### config.mk
export PLATFORM = sky130hd
export DESIGN_NAME = sprite_line_scheduler_flat
export DESIGN_NICKNAME = d
export VERILOG_FILES = /design/src/rtl/sprite_pkg.sv /design/src/rtl/sprite_line_scheduler_if.sv /design/src/rtl/sprite_hit_cmp.sv /design/src/rtl/sprite_line_scheduler.sv /design/src/flat_wrapper.sv
export SDC_FILE = /design/constraint.sdc
export NUM_CORES = 1
export LEC_CHECK = 0
export ABC_CLOCK_PERIOD_IN_PS = 8370
export BUFFER_PORTS_ARGS = -buffer_cell sky130_fd_sc_hd__buf_2
export CAP_MARGIN = 20
export CORE_ASPECT_RATIO = 0.8
export CORE_MARGIN = 3
export CORE_UTILIZATION = 55
export CTS_CLUSTER_SIZE = 40
export DETAILED_ROUTE_END_ITERATION = 10
export PLACE_DENSITY = 0.77
export SLEW_MARGIN = 20
export SYNTH_ARGS = -nofsm -noshare
export SYNTH_HDL_FRONTEND = slang
export SYNTH_SLANG_ARGS = --single-unit
### constraint.sdc
create_clock -name pixel_clk -period 8.37 [get_ports pixel_clk]
set_input_delay 1.674 -clock pixel_clk [delete_from_list [all_inputs] [get_ports pixel_clk]]
set_output_delay 1.674 -clock pixel_clk [all_outputs]
set_load 0.05 [all_outputs]
### src/rtl/sprite_pkg.sv
// Shared sprite-pipeline constants, FSM encoding and slot payload type.
// Also imported by the pixel compositor.
package sprite_pkg;

  localparam int unsigned NUM_SPRITES  = 20;
  localparam int unsigned MAX_PER_LINE = 8;
  localparam int unsigned SPRITE_H     = 16;
  localparam int unsigned IDX_W        = 5;
  localparam int unsigned ROW_W        = 4;
  localparam int unsigned CNT_W        = 4;
  localparam int unsigned Y_W          = 16;
  localparam int unsigned NY_W         = 10;

  typedef enum logic [1:0] {
    IDLE = 2'd0,
    SCAN = 2'd1,
    DONE = 2'd2
  } state_t;

  typedef struct packed {
    logic             valid;
    logic [IDX_W-1:0] idx;
    logic [ROW_W-1:0] row;
  } slot_t;

endpackage

### src/rtl/sprite_line_scheduler_if.sv
// Sprite table read port: index/strobe out, Y/active back one cycle later.
interface sprite_line_scheduler_if;
  import sprite_pkg::*;

  logic             tbl_rd_en;
  logic [IDX_W-1:0] tbl_rd_idx;
  logic [Y_W-1:0]   tbl_y;
  logic             tbl_active;

  modport master (output tbl_rd_en, output tbl_rd_idx, input tbl_y, input tbl_active);
  modport slave  (input tbl_rd_en, input tbl_rd_idx, output tbl_y, output tbl_active);

endinterface

### src/rtl/sprite_hit_cmp.sv
// Combinational scanline/sprite intersection test and row-within-sprite.
module sprite_hit_cmp
  import sprite_pkg::*;
(
  input  logic [NY_W-1:0]  line_y,
  input  logic [Y_W-1:0]   spr_y,
  input  logic             spr_active,
  output logic             hit_c,
  output logic [ROW_W-1:0] row_c
);

  logic [Y_W-1:0] line_y16;
  logic [Y_W-1:0] diff;

  // Sprites starting below the line are rejected before the difference is trusted.
  always_comb begin
    line_y16 = Y_W'(line_y);
    diff     = line_y16 - spr_y;
    hit_c    = spr_active && (line_y16 >= spr_y) && (diff < Y_W'(SPRITE_H));
    row_c    = diff[ROW_W-1:0];
  end

endmodule

### src/rtl/sprite_line_scheduler.sv
// Per-line sprite evaluator: scans the table during hblank and publishes
// up to MAX_PER_LINE hits in index order, plus an overflow flag.
module sprite_line_scheduler
  import sprite_pkg::*;
(
  input  logic                            pixel_clk,
  input  logic                            reset,
  input  logic                            line_start,
  input  logic [NY_W-1:0]                 next_y,
  sprite_line_scheduler_if.master         tbl,
  output logic                            busy,
  output logic                            done,
  output logic [MAX_PER_LINE-1:0]         slot_valid,
  output logic [MAX_PER_LINE*IDX_W-1:0]   slot_idx,
  output logic [MAX_PER_LINE*ROW_W-1:0]   slot_row,
  output logic [CNT_W-1:0]                sprite_count,
  output logic                            overflow
);

  state_t           state;
  logic [NY_W-1:0]  line_y;
  logic             eval_vld;
  logic [IDX_W-1:0] eval_idx;
  logic             hit_c;
  logic [ROW_W-1:0] row_c;
  logic             last_eval_c;

  slot_t            wk_slots   [MAX_PER_LINE];
  slot_t            wk_slots_n [MAX_PER_LINE];
  slot_t            pub_slots  [MAX_PER_LINE];
  logic [CNT_W-1:0] wk_cnt, wk_cnt_n, pub_cnt;
  logic             wk_ovf, wk_ovf_n, pub_ovf;

  sprite_hit_cmp u_hit_cmp (
    .line_y     (line_y),
    .spr_y      (tbl.tbl_y),
    .spr_active (tbl.tbl_active),
    .hit_c      (hit_c),
    .row_c      (row_c)
  );

  // Working list with the entry currently on the read-data bus folded in.
  always_comb begin
    wk_slots_n = wk_slots;
    wk_cnt_n   = wk_cnt;
    wk_ovf_n   = wk_ovf;
    if (eval_vld && hit_c) begin
      if (wk_cnt == CNT_W'(MAX_PER_LINE)) begin
        wk_ovf_n = 1'b1;
      end else begin
        for (int k = 0; k < int'(MAX_PER_LINE); k++) begin
          if (wk_cnt == CNT_W'(k)) wk_slots_n[k] = '{valid: 1'b1, idx: eval_idx, row: row_c};
        end
        wk_cnt_n = wk_cnt + CNT_W'(1);
      end
    end
  end

  assign last_eval_c = eval_vld && (eval_idx == IDX_W'(NUM_SPRITES - 1));

  // line_start (re)starts a scan from any state; an aborted scan publishes nothing.
  always_ff @(posedge pixel_clk) begin
    if (reset) begin
      state          <= IDLE;
      busy           <= 1'b0;
      done           <= 1'b0;
      tbl.tbl_rd_en  <= 1'b0;
      tbl.tbl_rd_idx <= '0;
      line_y         <= '0;
      eval_vld       <= 1'b0;
      eval_idx       <= '0;
      wk_cnt         <= '0;
      wk_ovf         <= 1'b0;
      pub_cnt        <= '0;
      pub_ovf        <= 1'b0;
      for (int k = 0; k < int'(MAX_PER_LINE); k++) begin
        wk_slots[k]  <= '0;
        pub_slots[k] <= '0;
      end
    end else begin
      done <= 1'b0;
      if (line_start) begin
        state          <= SCAN;
        line_y         <= next_y;
        busy           <= 1'b1;
        tbl.tbl_rd_en  <= 1'b1;
        tbl.tbl_rd_idx <= '0;
        eval_vld       <= 1'b0;
        eval_idx       <= '0;
        wk_cnt         <= '0;
        wk_ovf         <= 1'b0;
        for (int k = 0; k < int'(MAX_PER_LINE); k++) wk_slots[k] <= '0;
      end else begin
        case (state)
          IDLE: state <= IDLE;
          SCAN: begin
            if (tbl.tbl_rd_en) begin
              if (tbl.tbl_rd_idx == IDX_W'(NUM_SPRITES - 1)) begin
                tbl.tbl_rd_en  <= 1'b0;
                tbl.tbl_rd_idx <= '0;
              end else begin
                tbl.tbl_rd_idx <= tbl.tbl_rd_idx + IDX_W'(1);
              end
            end
            eval_vld <= tbl.tbl_rd_en;
            eval_idx <= tbl.tbl_rd_idx;
            wk_slots <= wk_slots_n;
            wk_cnt   <= wk_cnt_n;
            wk_ovf   <= wk_ovf_n;
            if (last_eval_c) begin
              pub_slots <= wk_slots_n;
              pub_cnt   <= wk_cnt_n;
              pub_ovf   <= wk_ovf_n;
              busy      <= 1'b0;
              done      <= 1'b1;
              state     <= DONE;
            end
          end
          DONE:    state <= IDLE;
          default: state <= IDLE;
        endcase
      end
    end
  end

  always_comb begin
    slot_valid = '0;
    slot_idx   = '0;
    slot_row   = '0;
    for (int k = 0; k < int'(MAX_PER_LINE); k++) begin
      slot_valid[k]                = pub_slots[k].valid;
      slot_idx[k*IDX_W +: IDX_W]   = pub_slots[k].idx;
      slot_row[k*ROW_W +: ROW_W]   = pub_slots[k].row;
    end
  end

  assign sprite_count = pub_cnt;
  assign overflow     = pub_ovf;

endmodule

### src/flat_wrapper.sv
// flat-port wrapper written by rule: the top's interface ports become plain ports
module sprite_line_scheduler_flat import sprite_pkg::*;
  (pixel_clk, reset, line_start, next_y, busy, done, slot_valid, slot_idx, slot_row, sprite_count, overflow, tbl_tbl_rd_en, tbl_tbl_rd_idx, tbl_tbl_y, tbl_tbl_active);
  sprite_line_scheduler_if tbl_i ();
  input  logic pixel_clk;
  input  logic reset;
  input  logic line_start;
  input  logic [NY_W-1:0] next_y;
  output logic busy;
  output logic done;
  output logic [MAX_PER_LINE-1:0] slot_valid;
  output logic [MAX_PER_LINE*IDX_W-1:0] slot_idx;
  output logic [MAX_PER_LINE*ROW_W-1:0] slot_row;
  output logic [CNT_W-1:0] sprite_count;
  output logic overflow;
  output wire logic [$bits(tbl_i.tbl_rd_en)-1:0] tbl_tbl_rd_en;
  output wire logic [$bits(tbl_i.tbl_rd_idx)-1:0] tbl_tbl_rd_idx;
  input wire logic [$bits(tbl_i.tbl_y)-1:0] tbl_tbl_y;
  input wire logic [$bits(tbl_i.tbl_active)-1:0] tbl_tbl_active;
  assign tbl_tbl_rd_en = tbl_i.tbl_rd_en;
  assign tbl_tbl_rd_idx = tbl_i.tbl_rd_idx;
  assign tbl_i.tbl_y = tbl_tbl_y;
  assign tbl_i.tbl_active = tbl_tbl_active;
  sprite_line_scheduler u_core (.pixel_clk(pixel_clk), .reset(reset), .line_start(line_start), .next_y(next_y), .tbl(tbl_i), .busy(busy), .done(done), .slot_valid(slot_valid), .slot_idx(slot_idx), .slot_row(slot_row), .sprite_count(sprite_count), .overflow(overflow));
endmodule
# After elaboration in Yosys (flattened, before gate mapping)
# Cells that the tools add are included.
[word_totals]
output_inout_bits = 93
in_bits = 30
register_bits = 196
wordCells = 118
[classes]
reduce_logical = 12
magnitude_cmp = 2
muxes = 26
addsub = 3
n_bitwise = 2
n_eq_ne = 12
[ops]
columns = ["cell", "count"]
rows = [
  ["2-to-1 mux 80 bit", 2],
  ["2-to-1 mux 10 bit", 8],
  ["equality test 4 x 3 -> 1 bit (second input constant)", 4],
  ["greater-or-equal comparator 10 x 16 -> 1 bit", 1],
  ["< comparator 16 x 5 -> 1 bit (second input constant)", 1],
  ["subtractor 10 x 16 -> 16 bit", 1],
  ["2-to-1 mux 1 bit", 13],
  ["equality test 5 bit (second input constant)", 2],
  ["equality test 4 x 2 -> 1 bit (second input constant)", 2],
  ["2-to-1 mux 4 bit", 2],
  ["adder 5 x 1 -> 5 bit (second input constant)", 1],
  ["2-to-1 mux 5 bit", 1],
  ["adder 4 x 1 -> 4 bit (second input constant)", 1],
  ["equality test 4 x 1 -> 1 bit (second input constant)", 1],
  ["equality test 4 bit (second input constant)", 1],
  ["logical AND 1 bit", 4],
  ["zero test 4 bit", 1],
  ["AND reduction 2 bit", 2],
  ["nonzero test 2 bit", 2],
  ["inequality test 3 x 2 -> 1 bit (second input constant)", 1],
  ["AND reduction 3 bit", 1],
  ["OR reduction 3 bit", 1],
  ["equality test 2 x 1 -> 1 bit (second input constant)", 1],
  ["NOT 1 bit", 2],
  ["OR reduction 2 bit", 1],
]

# Longest topological paths before layout
[logic_depth]
word_depth = 5
mapped_depth = 13
depth_no_buf = 11

# By module
# Synthesis repeated with hierarchy kept, for this count alone.
[unflattened]
cells_unflattened = 805
hier_area_um2 = 8276.7
[by_module_without_submodules]
columns = ["mod", "area_per_inst_um2", "cells_per_inst", "instances", "seq_area_each_um2"]
rows = [
  ["sprite_line_scheduler", 7663.6, 719, 1, 3923.8],
  ["sprite_hit_cmp", 613.1, 86, 1, 0.0],
]

# Least setup slack after synthesis
# No wires, ideal clock.
[synth_path]
kind = "input-to-reg"
start = "in tbl_tbl_y[0]"
end = "reg u_core.wk_slots[14] (netlist bit)"
stages = 12
t_required_ps = 8238
setup_time_ps = 132
arrival_time_ps = 4079
path_buffers = 2
path_slack_ps = 4159
path_cell_list = "ha_1 fa_1 nor2b_1 o31ai_1 mux2_2 nor4_2 o2111a_2 buf_2 buf_2 nand4_1 nand2_1 a21oi_1"
[synth_via]
elab_chain_cells = 5
elab_cells_between_ends = 7
cone_classes = "add/sub (1); order compare (2); mux (1); reduce/logical (3)"
[synth_lines]
columns = ["item", "line", "rtl"]
rows = [
  ["from (decl)", "flat_wrapper.sv:18", "input wire logic [$bits(tbl_i.tbl_y)-1:0] tbl_tbl_y;"],
  ["subtractor 10 x 16 -> 16 bit or greater-or-equal comparator 10 x 16 -> 1 bit (tied branches)", "sprite_hit_cmp.sv:18, sprite_hit_cmp.sv:19", ""],
  ["< comparator 16 x 5 -> 1 bit or logical AND 1 bit (tied branches)", "sprite_hit_cmp.sv:19", "hit_c = spr_active && (line_y16 >= spr_y) && (diff < Y_W'(SPRITE_H));"],
  ["logical AND 1 bit *", "sprite_hit_cmp.sv:19", ""],
  ["logical AND 1 bit *", "sprite_line_scheduler.sv:47", "if (eval_vld && hit_c) begin"],
  ["2-to-1 mux 80 bit *", "sprite_line_scheduler.sv:47", ""],
  ["to (signal assigned)", "sprite_line_scheduler.sv:107", "wk_slots <= wk_slots_n;"],
  ["to (decl)", "sprite_line_scheduler.sv:28", "slot_t wk_slots [MAX_PER_LINE];"],
]
# Every way passes the cells marked *; elsewhere a longest branch is shown, timed or not.
# A chain may end at the register's enable or synchronous reset.

# Final worst setup path
[layout_path]
start = "in tbl_tbl_y[0]"
end = "reg u_core.wk_slots[21] (netlist bit)"
[layout_via]
elab_chain_cells = 5
elab_cells_between_ends = 9
cone_classes = "add/sub (1); order compare (2); mux (3); reduce/logical (3)"
[layout_lines]
columns = ["item", "line"]
rows = [
  ["subtractor 10 x 16 -> 16 bit or greater-or-equal comparator 10 x 16 -> 1 bit (tied branches)", "sprite_hit_cmp.sv:18, sprite_hit_cmp.sv:19"],
  ["< comparator 16 x 5 -> 1 bit or logical AND 1 bit (tied branches)", "sprite_hit_cmp.sv:19"],
  ["logical AND 1 bit", "sprite_hit_cmp.sv:19"],
  ["logical AND 1 bit", "sprite_line_scheduler.sv:47"],
  ["2-to-1 mux 80 bit *", "sprite_line_scheduler.sv:47"],
]
# Marked as above.

==> out/qor.txt <==
Status: finished clean
Final-report setup violation count: 0
Overall die area: 16300 um2
Clock skew: 9.42 ps
Max_slew headroom: 27.9%
Vias: 6831
Largest net degree at the start of global routing: 95
Fin crit period: 4450 ps
Drt wl/cell: 16.7 um
Total GRT Usage: 25.4%
Port bufs: 122
Gates resized, CTS repair: 0
Die height: 115 um
Syn_nets: 993
Cell Pwr Density: 205 nW/um2
Cell Area, Placed: 8650 um2
Period utilization: 53.1%
H-tree depth: 4
CTS tree: yes
Max Fclk: 0.225 GHz
Worst-Skew Late Latency: 430 ps
Max-slew violations: 0
Combinational group share of total power: 5.2%
Crit path largest cell delay: 600 ps
Postcts setup bufs: 0
Cell count after synthesis: 947
DRT Pass-1 Iters: 8
Worst VDD drop: 0.000198 V
Critical path required time: 8710 ps
Die W: 142 um
CP Data Arrival Time: 4790 ps
Seq/Total Area, Yosys: 48.3%
Post-CTS Hold Fix Bufs: 0
DP HPWL: 13200 um
Worst-path fanout max: 29
Design area: 9280 um2
Worst slew pin tran: 1080 ps
First-pass GRT wire length: 33000 um
Antenna Nets Post-Route: 0
Register share of total power: 49.2%
Initial Util: 56.6%
Final Worst Setup Slack: 3920 ps
Post-route DRC: 0
CP Class: input port to flip-flop
Critical path cell sequence: buf_2 -> ha_1 -> fa_1 -> nor2b_1 -> o31ai_1 -> mux2_2 -> nor4_2 -> o2111a_2 -> and4_1 -> nor2_1 -> a211oi_1
Netlist Area Pre-Place: 8120 um2
Clk root buf: clkbuf_16
Yosys warning count: 0
Hold Crit Class: flip-flop to flip-flop
Syn Area/Cell: 8.57 um2
Ports: 123
Remaining Overflow, GRT: 0
Commonest cells after routing, fill and taps aside: dfxtp_1 (196), nand2_1 (149), buf_2 (122)
Reg clk slew, reported paths: 70 ps
Setup TNS: 0 ps
RSZ-0062 raised after global routing: false
Sw Ratio: 22.8%
Fin. Hold Viols: 0
Drt via density: 5.61
Share of layout cells above drive strength 1: 17.2%
CP Buf/Inv Count: 1
Startpoint types: input port
Detailed Route WL: 20300 um
Static leakage: 3.50 nW
Maximum clock insertion buffer count: 2
Final #Nets: 1066
Pre-CTS setup slack: 3490 ps
Top delay family on crit path: simple AND/OR/NAND/NOR gates
# clock sinks: 196
Max-Cap Viols: 0
Routability cong.: 0.852
Internal power: 1.47 mW
Sw Pwr: 0.436 mW
Total CTS buffers: 17
Worst setup EP type: flip-flop
Clock share of power: 45.6%
Core area: 14300 um2
Synth cell types: 47
Initial antenna violation count: 0
Slowest CP cell: o2111a_2
N_diodes: 0
FP Rows: 39
Area delta synth->final: 14.3%
Most common cell after layout, fill and taps aside: dfxtp_1
Vias in the first global route: 6362
FF+latch count, synth: 196
First-iteration detailed-routing DRC count: 467
## power by group through the flow
stage | clock, mW | combinational (mW) | sequential (mW)
2_1_floorplan | 0 | 0.0644 | 0.962
3_3_place_gp | 0 | 0.0969 | 0.960
3_5_place_dp | 0 | 0.0982 | 0.960
4_1_cts | 0.875 | 0.0989 | 0.939
5_1_grt | 0.913 | 0.109 | 0.939
6_report | 0.869 | 0.0994 | 0.939
## through the flow
step	hold WS (ps)	util [%]	total power, mW	cells
global route	467	64.7	1.96	1217
detailed placement	440	60.3	1.06	1185
finish	446	64.7	1.91	1217
CTS	449	64.7	1.91	1217
floorplan	431	-	1.03	947
global placement	436	60.2	1.06	1185
## registers in the layout, summed over array words and instances, names as in the netlist
register and count:
u_core.wk_ovf 1, u_core.slot_idx 40, u_core.state 2, u_core.wk_cnt 4
u_core.slot_valid 8, u_core.eval_vld 1, u_core.busy 1, u_core.eval_idx 5
u_core.tbl.tbl_rd_idx 5, u_core.slot_row 32, u_core.line_y 10, u_core.overflow 1
u_core.tbl.tbl_rd_en 1, u_core.done 1, u_core.sprite_count 4, u_core.wk_slots 80
## cell families (layout without fill, tap and decap cells)
group	Yosys count	after routing	share of synthesized area, %
AOI/OAI and AO/OA	176	176	13.8
xor gates and xnor gates	10	10	1.08
adders and majority gates	16	16	2.56
buffers and inverters	104	190	5.99
DFF	196	196	48.3
muxes	39	39	4.84
and+or+nand+nor	406	406	23.4
## layout make-up
class	count	area, um2
Fill cell	1246	5060
Sequential cell	196	3920
Multi-Input combinational cell	647	3730
Timing Repair Buffer	127	648
Clock buffer	17	425
Tap cell	184	230
Clock inverter	15	205
Inverter	31	116
## final timing paths
check,from,end,slack [ps],cells after the start
worst min-delay path,u_core.slot_idx[18]$_SDFFE_PP0P_,u_core.slot_idx[18]$_SDFFE_PP0P_,450,2
worst min register to register,u_core.slot_idx[18]$_SDFFE_PP0P_,u_core.slot_idx[18]$_SDFFE_PP0P_,450,2
worst max register to register,u_core.line_y[0]$_SDFFE_PP0P_,u_core.wk_slots[21]$_SDFFE_PP0P_,4900,11
worst max-delay path,tbl_tbl_y[0],u_core.wk_slots[21]$_SDFFE_PP0P_,3920,11
## metal layers
metal  global-route usage [%]  share of wire, %  vias to the layer above
met5                        0                 0                        -
met4                     8.06               2.5                        0
met3                     5.34               5.6                       35
met2                     41.1                47                      218
met1                     34.3                45                     3190
li1                         -                 -                     3388
## tightest hold or removal path: stages (launching register included)
cell     delay (ps)
dfxtp_1         310
nand2_1          50
a21oi_1          50
## synth_stat cells (all sizes together)
master	instances	area share, %
nand2b	2	0.15
or4b	2	0.25
a211oi	37	3.4
clkbuf	49	2.3
o21a	7	0.65
o21bai	10	0.92
and3	8	1.1
and4	8	0.86
mux2	2	0.28
ha	15	2.3
nor2b	9	0.69
a211o	1	0.11
nand3	6	0.37
o211a	1	0.12
nor3b	1	0.092
dfxtp	196	48
o21ai	7	0.43
or2	1	0.077
o2111a	1	0.15
nand4b	1	0.11
o2111ai	2	0.22
a21oi	87	5.4
nand4	10	0.77
a2111oi	1	0.18
a22o	16	1.7
nor4	3	0.31
a31oi	1	0.077
inv	31	1.4
buf	24	2.3
or3b	1	0.11
o211ai	2	0.18
or3	2	0.15
xor2	3	0.32
nor2	108	5.0
a21o	1	0.092
mux2i	37	4.6
nor3	77	4.7
nand2	149	6.9
xnor2	7	0.76
nor4bb	1	0.12
fa	1	0.25
o31ai	2	0.18
nand3b	17	1.6
No activity file was read; power rests on OpenSTA's default activity.
